[src/rtl/sync_fifo_flagged.sv]
// Single-clock FIFO with occupancy count, almost-full/almost-empty thresholds,
// optional first-word-fall-through read port and sticky overflow/underflow flags.
module sync_fifo_flagged #(
  parameter int WIDTH    = 8,
  parameter int DEPTH    = 16,
  parameter int AF_LEVEL = 12,
  parameter int AE_LEVEL = 4,
  parameter int FWFT     = 0
) (
  input  logic                     clk,
  input  logic                     rst,
  input  logic                     w_en,
  input  logic [WIDTH-1:0]         in_data,
  input  logic                     r_en,
  output logic [WIDTH-1:0]         out_data,
  output logic                     full,
  output logic                     empty,
  output logic                     almost_full,
  output logic                     almost_empty,
  output logic [$clog2(DEPTH):0]   count,
  output logic                     overflow,
  output logic                     underflow,
  input  logic                     clr_err
);

  localparam int AW = $clog2(DEPTH);
  localparam logic [AW:0] DEPTH_C = (AW+1)'(DEPTH);
  localparam logic [AW:0] AF_C    = (AW+1)'(AF_LEVEL);
  localparam logic [AW:0] AE_C    = (AW+1)'(AE_LEVEL);
  localparam logic [AW:0] PTR_INC = (AW+1)'(1);

  generate
    if (DEPTH < 2 || (DEPTH & (DEPTH - 1)) != 0 ||
        AF_LEVEL < 1 || AF_LEVEL > DEPTH ||
        AE_LEVEL < 0 || AE_LEVEL > DEPTH - 1) begin : g_bad_params
      $error("sync_fifo_flagged: illegal DEPTH/AF_LEVEL/AE_LEVEL combination");
    end
  endgenerate

  logic [AW:0]      w_ptr;
  logic [AW:0]      r_ptr;
  logic [WIDTH-1:0] mem [DEPTH];
  logic             wr_acc;
  logic             rd_acc;

  // Extra wrap bit makes full and empty distinguishable with equal low bits.
  assign count        = w_ptr - r_ptr;
  assign full         = (count == DEPTH_C);
  assign empty        = (count == '0);
  assign almost_full  = (count >= AF_C);
  assign almost_empty = (count <= AE_C);

  assign wr_acc = w_en & ~full;
  assign rd_acc = r_en & ~empty;

  // NOTE: sequential state uses non-blocking assignments so every register
  // samples pre-edge values regardless of block ordering.
  always_ff @(posedge clk) begin
    if (rst) begin
      w_ptr     <= '0;
      r_ptr     <= '0;
      overflow  <= 1'b0;
      underflow <= 1'b0;
    end else begin
      if (wr_acc) w_ptr <= w_ptr + PTR_INC;
      if (rd_acc) r_ptr <= r_ptr + PTR_INC;
      // A new error event in the same cycle as clr_err keeps the flag set.
      overflow  <= (overflow  & ~clr_err) | (w_en & full);
      underflow <= (underflow & ~clr_err) | (r_en & empty);
    end
  end

  // NOTE: storage is deliberately left out of reset so it maps onto RAM;
  // the pointers alone define which words are valid.
  always_ff @(posedge clk) begin
    if (wr_acc && !rst) mem[w_ptr[AW-1:0]] <= in_data;
  end

  generate
    if (FWFT == 0) begin : g_reg_read
      logic [WIDTH-1:0] rd_data;

      always_ff @(posedge clk) begin
        if (rst)         rd_data <= '0;
        else if (rd_acc) rd_data <= mem[r_ptr[AW-1:0]];
      end

      assign out_data = rd_data;
    end else begin : g_fwft_read
      // Head of queue is presented directly; only meaningful while ~empty.
      assign out_data = mem[r_ptr[AW-1:0]];
    end
  endgenerate

endmodule

[config.mk]
export PLATFORM = sky130hd
export DESIGN_NAME = sync_fifo_flagged
export DESIGN_NICKNAME = d
export VERILOG_FILES = /design/src/rtl/sync_fifo_flagged.sv
export SDC_FILE = /design/constraint.sdc
export NUM_CORES = 1
export LEC_CHECK = 0
export BUFFER_PORTS_ARGS = -buffer_cell sky130_fd_sc_hd__buf_2
export CAP_MARGIN = 25
export CORE_ASPECT_RATIO = 1.2
export CORE_UTILIZATION = 40
export DETAILED_ROUTE_END_ITERATION = 12
export PLACE_DENSITY = 0.53
export SLEW_MARGIN = 20
export SYNTH_ARGS = -nofsm -noshare
export SYNTH_HDL_FRONTEND = slang
export SYNTH_SLANG_ARGS = --single-unit
[constraint.sdc]
create_clock -name clk -period 3.8 [get_ports clk]
set_input_delay 0.95 -clock clk [delete_from_list [all_inputs] [get_ports clk]]
set_output_delay 0.95 -clock clk [all_outputs]
set_load 0.01 [all_outputs]
======== Word level (Yosys, flattened, before mapping) ========
Memory sizes are Yosys's and may differ from the RTL's. A register that Yosys moved wholly into a read port is not among the register bits.
Cells that the tools add are included.
cells by class
  $add $sub $neg .......................... 3
  magnitude comparators ................... 2
  equality and inequality tests ........... 1
  mux-type cells .......................... 2
  bitwise logic cells ..................... 11
  reduce and logical (&&, ||, !) cells .... 3
operator list
  cell                   number
  $add A5 B1 Y5 const B  2
  $and A1 B1 Y1          6
  $eq A5 B5 Y1 const B   1
  $ge A5 B4 Y1 const B   1
  $le A5 B3 Y1 const B   1
  $logic_not A5 Y1       1
  $sub A5 B5 Y5          1
  $not A1 Y1             3
  $mux W1                2
  $or A1 B1 Y1           2
  $logic_and A1 B1 Y1    1
  $logic_not A1 Y1       1
word-level totals
  bits in registers ....................... 12
  RAM bits ................................ 128
  word-level logic and storage cells ...... 27
  memories kept ........................... 1
memory list
  name  words  width  read ports  clocked after Yosys merged registers in  write ports  line  source
  mem   16     8      1           1                                        1            42    logic [WIDTH-1:0] mem [DEPTH];

======== Longest topological paths before layout ========
  word-level depth ........................ 7
  depth in mapped cells ................... 12
  gate-level depth less buffers ........... 10

======== Worst setup path after synthesis ========
No wires, ideal clock.
  kind .................................... register to output
  start point ............................. register w_ptr[0]
  end point ............................... output port empty
  data arrival time ....................... 2.188 ns
  data required time ...................... 2.850 ns
  setup slack ............................. 0.662 ns
  cell stages (with the launch flop) ...... 9
  buffers on the path ..................... 0
  cells stage by stage .................... dfxtp_1 > inv_1 > ha_1 > fa_1 > nand2b_1 > a21oi_2 > xor2_2 > inv_2 > nor3_1
between the ends
  word-level cells in the longest chain between the ends .. 2
RTL lines
  item                    line  source
  from (decl)             40    logic [AW:0] w_ptr;
  from (signal assigned)  65    if (wr_acc) w_ptr <= w_ptr + PTR_INC;
  $sub A5 B5 Y5           47    assign count = w_ptr - r_ptr;
  named net count[4]      20    output logic [$clog2(DEPTH):0] count,
  $logic_not A5 Y1        49    assign empty = (count == '0);
  to (decl)               17    output logic empty,
The timed path passes the listed nets, and every way through them passes these cells.

======== Worst setup path in the final report ========
  start point ............................. register w_ptr[0]
  end point ............................... output port empty
between the ends
  word-level cells in the longest chain between the ends .. 2
RTL lines
  item              line
  $sub A5 B5 Y5     47
  $logic_not A5 Y1  49
Every way passes these cells.

==> out/results.tsv <==
stage	metric	value	unit
run_status	status	completed	
power_and_ir_drop	ir_drop	0.000267	V
synth	ys_types	40	
worst_hold_path	min_from	out_data[2]	
synth	yosys_most_used_dff	edfxtp_1	
synth	synthXorXnorAreaFrac	1.83	%
power_and_ir_drop	power_density	686	nW/um^2
detailed_routing	first_pass_iters	4	
critical_path	r2r_cells	11	
sta	finalSetupTns	0	ps
detailed_routing	drc_errors	0	
synth	syn-num-nets	363	
grt	grt_remaining_overflow	0	
synth	synthCells	340	
critical_path	startpoint_type	flip-flop	
clock_network	htree_levels	4	
grt	grt_max_degree	36	
sta	finalHoldViolCount	0	
critical_path	crit_path_max_fanout	8	
detailed_routing	routedWlPerCell	20.6	microns
layout	regArea	4250	sq um
clock_network	cts_buffers	17	
sta	relSlewSlack	52.8	%
clock_network	clockBufferDepth	2	
grt	grt_usage	17.6	%
detailed_routing	ant_nets	0	
synth	synthSimpleGateAreaFrac	6.26	%
sta	fmax	277	MHz
critical_path	cp.required	2850	ps
sta	period_minus_slack	3610	ps
synth	yosys.area_share.adder	2.20	%
synth	synth_top_cell_by_area	edfxtp_1	
sta	skew	8.26	ps
critical_path	critPathKind	reg -> out	
grt	antenna_found_initial	0	
detailed_routing	route.vias.total	3194	
floorplanning	die_height	136	microns
synth	synthesis.area	6020	sq um
synth	synth-async-reset-ratio	0	%
synth	synth-seq-cells	148	
clock_network	cts_tree	done	
floorplanning	start_util	41.4	%
clock_network	clock_sinks	148	
synth	synthMuxAreaShare	12.3	%
layout	fin_cells	611	
critical_path	endpoint_kind	output pin	
synth	syn_avg_cell_area	17.7	sq um
clock_network	clkLatencyLatePin	410	ps
synth	synth_top_family_by_area	multiplexers	
place	hpwl	8.00	mm
layout	drive_gt1_share	34.5	%
layout	final_core_utilization	49.0	%
worst_hold_path	hold_path.class	reg -> reg	
layout	fill_cells	1274	
floorplanning	core-area	14500	sq um
floorplanning	num_rows	48	
detailed_routing	wirelength	12.6	mm
grt	grt_pass1_wl	19.0	mm
critical_path	cp.arrival	2660	ps
grt	grt_pass1_vias	3200	
synth	synth_compound_area_share	4.35	%
synth	synth_edf_count	128	
detailed_routing	via_per_inst	5.23	
synth	synth_area_leaders	edfxtp_1, mux4_2, dfxtp_1	
clock_network	cts_root_buffer	clkbuf_16	
layout	nets	421	
sta	rsz0062_at_grt	no	
layout	multi_input_area	1650	sq um
place	place_area	6490	sq um
sta	final-max-slew-violation-count	0	
floorplanning	io_pins	32	
place	port_buffers	31	
synth	synth.top_cell.area_share	63.9	%
layout	final_common_cell	edfxtp_1	
sta	min_period_over_period	95.0	%
floorplanning	dieArea	15500	sq um
place	gp_congestion	0.842	
sta	worstMarginPinSlew	708	ps
detailed_routing	drtIter0Drc	149	
critical_path	timing.rr.start	w_ptr[0]	
sta	setup_viol	0	
layout	final_cell_mix	edfxtp_1, mux4_2, buf_2	
critical_path	r2r_end	mem[8][3]	
floorplanning	die_width	114	microns
critical_path	reg2reg_slack	530	ps
clock_network	path_clk_slew	60	ps
power_and_ir_drop	leakage	2.39	nW
layout	antenna_cells	0	
place	dp_cells	577	
layout	finish.instance_area	7120	sq um
worst_hold_path	whs_path_depth	2	
worst_hold_path	min_to	out_data[2]	
synth	yosysWarnings	0	
synth	yosysSeqAreaShare	70.5	%
job	maxCapViolations	0	
layout	area_growth	18.4	%
-- kinds of logic after synthesis --
family | count (synthesis)
flops | 148
mux | 34
fa+ha+maj | 10
compound gates | 39
xor+xnor | 10
buf+inv | 24
simple gates | 75
-- state kept, by name, indices dropped and copies added (netlist names) --
signal	flops
out_data	8
mem	128
underflow	1
r_ptr	5
w_ptr	5
overflow	1
-- cell type report --
| type | instances | area share (%) |
|---|---|---|
| sequential | 148 | 59.6 |
| multi-input combinational | 168 | 23.2 |
| clock buffer | 18 | 6.02 |
| timing repair buffer | 54 | 4.60 |
| tap | 200 | 3.51 |
| clock inverter | 14 | 2.58 |
| inverter | 9 | 0.492 |
-- synth_stat cells, types with 2 or more instances --
| cell type | instances |
|---|---|
| edfxtp_1 | 128 |
| mux4_2 | 32 |
| nor2_1 | 27 |
| dfxtp_1 | 20 |
| nand2_1 | 16 |
| o22ai_1 | 16 |
| a21oi_1 | 13 |
| or3_2 | 10 |
| ha_1 | 9 |
| inv_1 | 7 |
| nand2b_1 | 6 |
| xnor2_1 | 6 |
| buf_2 | 4 |
| nor4_1 | 4 |
| a31oi_1 | 3 |
| buf_4 | 3 |
| clkbuf_1 | 3 |
| clkbuf_8 | 2 |
| mux2i_1 | 2 |
| nand3_1 | 2 |
| nand4_1 | 2 |
| nor2b_1 | 2 |
| nor3_1 | 2 |
| o21ai_0 | 2 |
| o31ai_4 | 2 |
| or3b_2 | 2 |
| xor2_2 | 2 |
-- stage by stage --
stage	hold slack [ps]	worst slack (ps)	power [mW]
floorplan	480	662	2.87
global placement	443	574	3.16
detailed placement	445	493	3.18
CTS	454	63.1	4.91
global route	471	32.3	5.12
finish	451	189	4.89
-- power by group --
part / leakage [nW] / total (mW) / switching [mW] / internal (mW)
Sequential: 1.32 / 1.91 / 0.0487 / 1.86
Combinational: 0.777 / 1.26 / 0.713 / 0.543
Clock: 0.297 / 1.73 / 0.632 / 1.09
Total: 2.39 / 4.89 / 1.39 / 3.50
-- metal layers --
metal,up-vias,GRT usage (%),routed length [microns]
met5,-,0,0
met4,0,7.22,271
met3,16,3.48,355
met2,70,29.6,6500
met1,1650,22.2,5480
li1,1458,-,-
-- what timing repair did --
| item | in CTS | in global routing |
|---|---|---|
| setup buffers | 0 | 2 |
| resized for setup | 0 | 2 |
| setup endpoints to repair | 0 | 3 |
| hold buffers | 0 | 0 |
-- critical path, stage by stage, from the launching register on --
cell and delay [ps]:
dfxtp_1 380, inv_1 120, ha_1 240, fa_1 430, nand2b_1 180, a21oi_2 160, xor2_2 220, inv_2 120
nor3_1 250, buf_2 170
-- how the worst max path moves through the flow --
stage,from,endpoint,slack (ps),cells past startpoint
after global routing,w_ptr[0],empty,30,9
after detailed placement,w_ptr[0],empty,490,9
after global placement,w_ptr[0],empty,570,9
after floorplan,w_ptr[0],empty,660,8
after CTS,w_ptr[0],empty,60,9
final,w_ptr[0],empty,190,9
No activity file was read; power rests on OpenSTA's default activity.
